--- src/rtl/control_sequencer.sv ---
// control_sequencer: hardwired Mini SRC control unit, fetch T0-T2 then decoded execute T3-T6.
module control_sequencer #(
  parameter logic [4:0] PC_INC_OP = 5'b11111
) (
  input  logic        clk,
  input  logic        clr,
  input  logic [31:0] ir,
  output logic [4:0]  alu_control,
  output logic [15:0] reg_en,
  output logic [15:0] reg_out,
  output logic        Pout,
  output logic        Pen,
  output logic        MARen,
  output logic        MDRen,
  output logic        MDROut,
  output logic        Read,
  output logic        IRen,
  output logic        Yen,
  output logic        ZLOen,
  output logic        ZHIen,
  output logic        ZLOout,
  output logic        ZHIout,
  output logic        HIen,
  output logic        LOen,
  output logic        HIout,
  output logic        LOout,
  output logic        Cout,
  output logic        run,
  output logic        instr_done
);
  typedef enum logic [3:0] {RST, T0, T1, T2, T3, T4, T5, T6, HALT} state_t;
  state_t state, nxt;
  logic [4:0] op, imm_alu;
  logic [15:0] ra_oh, rb_oh, rc_oh;
  logic rfmt, imm, md, nn, mfhi, mflo, halt_op;
  assign op      = ir[31:27];
  assign ra_oh   = 16'd1 << ir[26:23];
  assign rb_oh   = 16'd1 << ir[22:19];
  assign rc_oh   = 16'd1 << ir[18:15];
  assign rfmt    = op >= 5'd3 && op <= 5'd11;
  assign imm     = op >= 5'd12 && op <= 5'd14;
  assign md      = op == 5'd15 || op == 5'd16;
  assign nn      = op == 5'd17 || op == 5'd18;
  assign mfhi    = op == 5'd24;
  assign mflo    = op == 5'd25;
  assign halt_op = op == 5'd27;
  // Immediate forms reuse the add/and/or ALU codes
  assign imm_alu = op == 5'd12 ? 5'd3 : op == 5'd13 ? 5'd10 : 5'd11;
  assign run     = state != RST && state != HALT;
  always_ff @(posedge clk)
    state <= clr ? RST : nxt;
  always_comb begin
    nxt = state;
    alu_control = '0;
    reg_en = '0;
    reg_out = '0;
    {Pout, Pen, MARen, MDRen, MDROut, Read, IRen, Yen} = '0;
    {ZLOen, ZHIen, ZLOout, ZHIout, HIen, LOen, HIout, LOout, Cout} = '0;
    instr_done = 1'b0;
    case (state)
      RST: nxt = T0;
      T0: begin
        {Pout, MARen, ZLOen} = '1;
        alu_control = PC_INC_OP;
        nxt = T1;
      end
      T1: begin
        {ZLOout, Pen, Read, MDRen} = '1;
        nxt = T2;
      end
      T2: begin
        {MDROut, IRen} = '1;
        nxt = T3;
      end
      T3: begin
        if (rfmt || imm || md) begin
          reg_out = md ? ra_oh : rb_oh;
          Yen = 1'b1;
          nxt = T4;
        end else if (nn) begin
          reg_out = rb_oh;
          ZLOen = 1'b1;
          alu_control = op;
          nxt = T4;
        end else begin
          instr_done = 1'b1;
          HIout = mfhi;
          LOout = mflo;
          reg_en = (mfhi || mflo) ? ra_oh : '0;
          nxt = halt_op ? HALT : T0;
        end
      end
      T4: begin
        if (nn) begin
          ZLOout = 1'b1;
          reg_en = ra_oh;
          instr_done = 1'b1;
          nxt = T0;
        end else begin
          ZLOen = 1'b1;
          ZHIen = md;
          Cout = imm;
          reg_out = md ? rb_oh : imm ? '0 : rc_oh;
          alu_control = imm ? imm_alu : op;
          nxt = T5;
        end
      end
      T5: begin
        ZLOout = 1'b1;
        LOen = md;
        reg_en = md ? '0 : ra_oh;
        instr_done = !md;
        nxt = md ? T6 : T0;
      end
      T6: begin
        {ZHIout, HIen, instr_done} = '1;
        nxt = T0;
      end
      HALT: nxt = HALT;
      default: nxt = RST;
    endcase
  end
endmodule

--- config.mk ---
export PLATFORM = sky130hd
export DESIGN_NAME = control_sequencer
export DESIGN_NICKNAME = d
export VERILOG_FILES = /design/src/rtl/control_sequencer.sv
export SDC_FILE = /design/constraint.sdc
export NUM_CORES = 1
export LEC_CHECK = 0
export BUFFER_PORTS_ARGS = -buffer_cell sky130_fd_sc_hd__buf_4
export CAP_MARGIN = 20
export CORE_ASPECT_RATIO = 0.8
export CORE_UTILIZATION = 40
export DETAILED_ROUTE_END_ITERATION = 6
export GPL_TIMING_DRIVEN = 0
export HOLD_SLACK_MARGIN = 0.02
export PLACE_DENSITY = 0.75
export SYNTH_ARGS = -nofsm -noshare
export SYNTH_HDL_FRONTEND = slang
export SYNTH_SLANG_ARGS = --single-unit
--- constraint.sdc ---
create_clock -name clk -period 2 [get_ports clk]
set_input_delay 0.2 -clock clk [delete_from_list [all_inputs] [get_ports clk]]
set_output_delay 0.2 -clock clk [all_outputs]
set_load 0.005 [all_outputs]
==> flow_metrics.py <==
metrics = {
    "layout": {
        "syn2layout_area_growth_pct": 75.0,
        "reg.largest.list": "state x4",
        "diodes": 0,
        "top_register": "state",
        "layout_common_cells": "buf_4, nor2_1, nand2_1",
        "fin_nets": 356,
        "nFillCells": 275,
        "multi_input_area_mm2": 0.00148,
        "regArea_um2": 82.6,
        "fin_util_pct": 73.9,
        "drive_gt1_share_pct": 52.5,
        "largest_register_ffs": 4,
        "layout_commonest_cell": "buf_4",
    },
    "job": {
        "drv_cap": 0,
    },
    "routing": {
        "postRouteAntennaNets": 0,
        "first_pass_iters": 5,
        "wire_per_inst_um": 17.4,
        "avgViaCountPerCell": 6.05,
        "routed_wl_um": 6290,
        "drc_errors": 0,
        "num_vias": 2190,
        "drt_iter0_drc": 179,
    },
    "yosys": {
        "syn_inst": 225,
        "postSynth.asyncResetShare_pct": 0,
        "synth_ff_type": "dfxtp_1",
        "yosysTopAreaCell": "nor2_1",
        "synthTopCellsByArea": "nor2_1, nand2_1, nor3_1, nand2b_1, dfxtp_1",
        "synth-seq-cells": 4,
        "ys_warn_count": 0,
        "synth_nets": 259,
        "synth-edff-count": 0,
        "yosysUniqueCellTypes": 53,
        "ys_seq_area_share_pct": 5.50,
        "synth_top_area_share_pct": 8.25,
        "synth.avg_cell_area_um2": 6.47,
        "synth_area_mm2": 0.00146,
    },
    "place": {
        "portBuffers": 72,
        "hpwl_um": 3960,
        "gp_congestion": 0.982,
    },
    "setup_path": {
        "crit_type": "reg2out",
        "reg2reg_from": "state[3]",
        "reg2reg_to": "state[3]",
        "path_max_fanout": 4,
        "r2r_setup_slack_ns": 0.62,
        "required_ns": 1.80,
        "ff2ff_path_depth": 7,
        "crit_start": "state[1]",
        "critPathCaptureType": "primary output",
        "cp.arrival_ns": 1.98,
        "start_kind": "flop",
    },
    "timing": {
        "clock-skew-final_ns": 0.00550,
        "rsz0062_at_grt": "yes",
        "holdWs_ns": 0.164,
        "post-route-period-util_pct": 109,
        "setup_slack_ns": -0.184,
        "max_slew_margin_pct": 66.5,
        "tightest_slew_ns": 0.501,
        "setup_viol": 19,
        "timing.fmax_mhz": 458,
        "slew_violations": 0,
        "finalHoldViolCount": 0,
        "finalCriticalPeriod_ns": 2.18,
    },
    "min_path": {
        "holdPathEnd": "state[1]",
        "hold_start": "clr",
        "hold_depth": 2,
        "hold_path.class": "in2reg",
    },
    "floorplan": {
        "initial_utilization_pct": 42.2,
        "die_y_um": 55.9,
        "ios": 90,
        "die_x_um": 69.4,
        "dieArea_mm2": 0.00388,
        "coreArea_mm2": 0.00345,
        "rows": 19,
    },
    "grt": {
        "grt-ovfl-total": 0,
        "grt_pass1_vias": 1865,
        "grt_pass1_wl_um": 8950,
        "antenna_found_initial": 0,
        "grt_max_degree": 11,
        "gr-usage-all-layers_pct": 28.0,
    },
    "pwr": {
        "peakVddDrop_mv": 0.167,
        "finalPower_uw": 635,
        "leakage_uw": 0.00106,
        "powerDensity_mw_per_mm2": 249,
    },
    "cts": {
        "cts_buffer_depth": 2,
        "cts.sinks": 4,
        "h-tree-depth": 1,
        "clock-root-buffer": "clkbuf_8",
        "path_clk_slew_ns": 0.04,
        "cts_tree": "yes",
        "worstSkewPairLatency_ns": 0.23,
        "cts_buffers": 3,
    },
    "run_status": {
        "status": "finished, violations left",
        "violations": "setup timing",
    },
}
-- synth_stat cells, drive strengths merged (4+ instances only) --
library cell   n
buf           16
nor3          20
o21ai         10
nand2b        14
dfxtp          4
a22oi          8
o211ai         5
nor2          32
inv            4
a21oi          8
nand2         28
nor2b          9
nand3          4
nor4           7
o31ai          7
-- how the worst max path moves through the flow --
stage                  endpoint  slack (ns)  cells past startpoint
detailed placement   reg_out[6]       -0.12                      7
CTS                  reg_out[7]       -0.09                      8
floorplan           reg_out[10]        0.28                      7
global placement     reg_out[6]       -0.14                      7
global route         reg_out[2]       -0.21                      8
finish               reg_out[7]       -0.18                      8
-- power by group --
group          total, µW  switching, µW  internal (µW)  leakage [µW]
logic                365            202            163       0.00101
registers           90.2           4.77           85.4     0.0000333
clock network        179           50.2            129     0.0000216
-- critical path, cell delays in order (launching register included) --
cell and delay [ns]:
dfxtp_2 0.32, buf_6 0.12, and4bb_4 0.38, o211ai_1 0.14
buf_4 0.20, nor3_4 0.19, a32oi_1 0.14, o31ai_1 0.10
buf_4 0.16
-- final cells by class --
type	count	area share, %
inverter	4	0.590
tap	42	2.06
buffer	19	6.04
timing repair buffer	92	28.2
clock buffer	3	1.62
multi-input combinational	198	58.3
sequential	4	3.24
-- layer usage --
layer  up-vias  GRT usage (%)  wire [µm]
met5         -              0          0
met4         0           7.58         93
met2       129           42.6       2880
met3         8           3.44        483
li1       1018              -          -
met1      1035           41.4       2840
-- what timing repair did --
| item | in CTS | in global routing |
|---|---|---|
| pin swaps | 12 | 10 |
| gates resized for setup | 44 | 28 |
| hold buffers | 0 | 0 |
| gates cloned | 2 | 1 |
| setup buffers | 11 | 6 |
| setup endpoints to repair | 31 | 30 |
-- stage by stage --
stage	setup slack, ns	area, µm²	cells	TNS, ns
final	-0.184	2550	362	-1.82
after global routing	-0.215	2550	362	-2.97
after CTS	-0.0905	2350	355	-0.667
after detailed placement	-0.115	2050	339	-0.930
after global placement	-0.144	2050	339	-0.972
after floorplan	0.284	1460	225	0
-- cell families (layout without fill, tap and decap cells) --
logic type,after synthesis,count (layout),synth area share [%]
buf+inv,23,118,10.1
flops,4,4,5.50
xor+xnor,2,2,1.72
mux,4,4,2.84
simple gates,134,134,50.0
compound gates,58,58,29.8
Note: power is estimated with default switching activity, not from simulation.
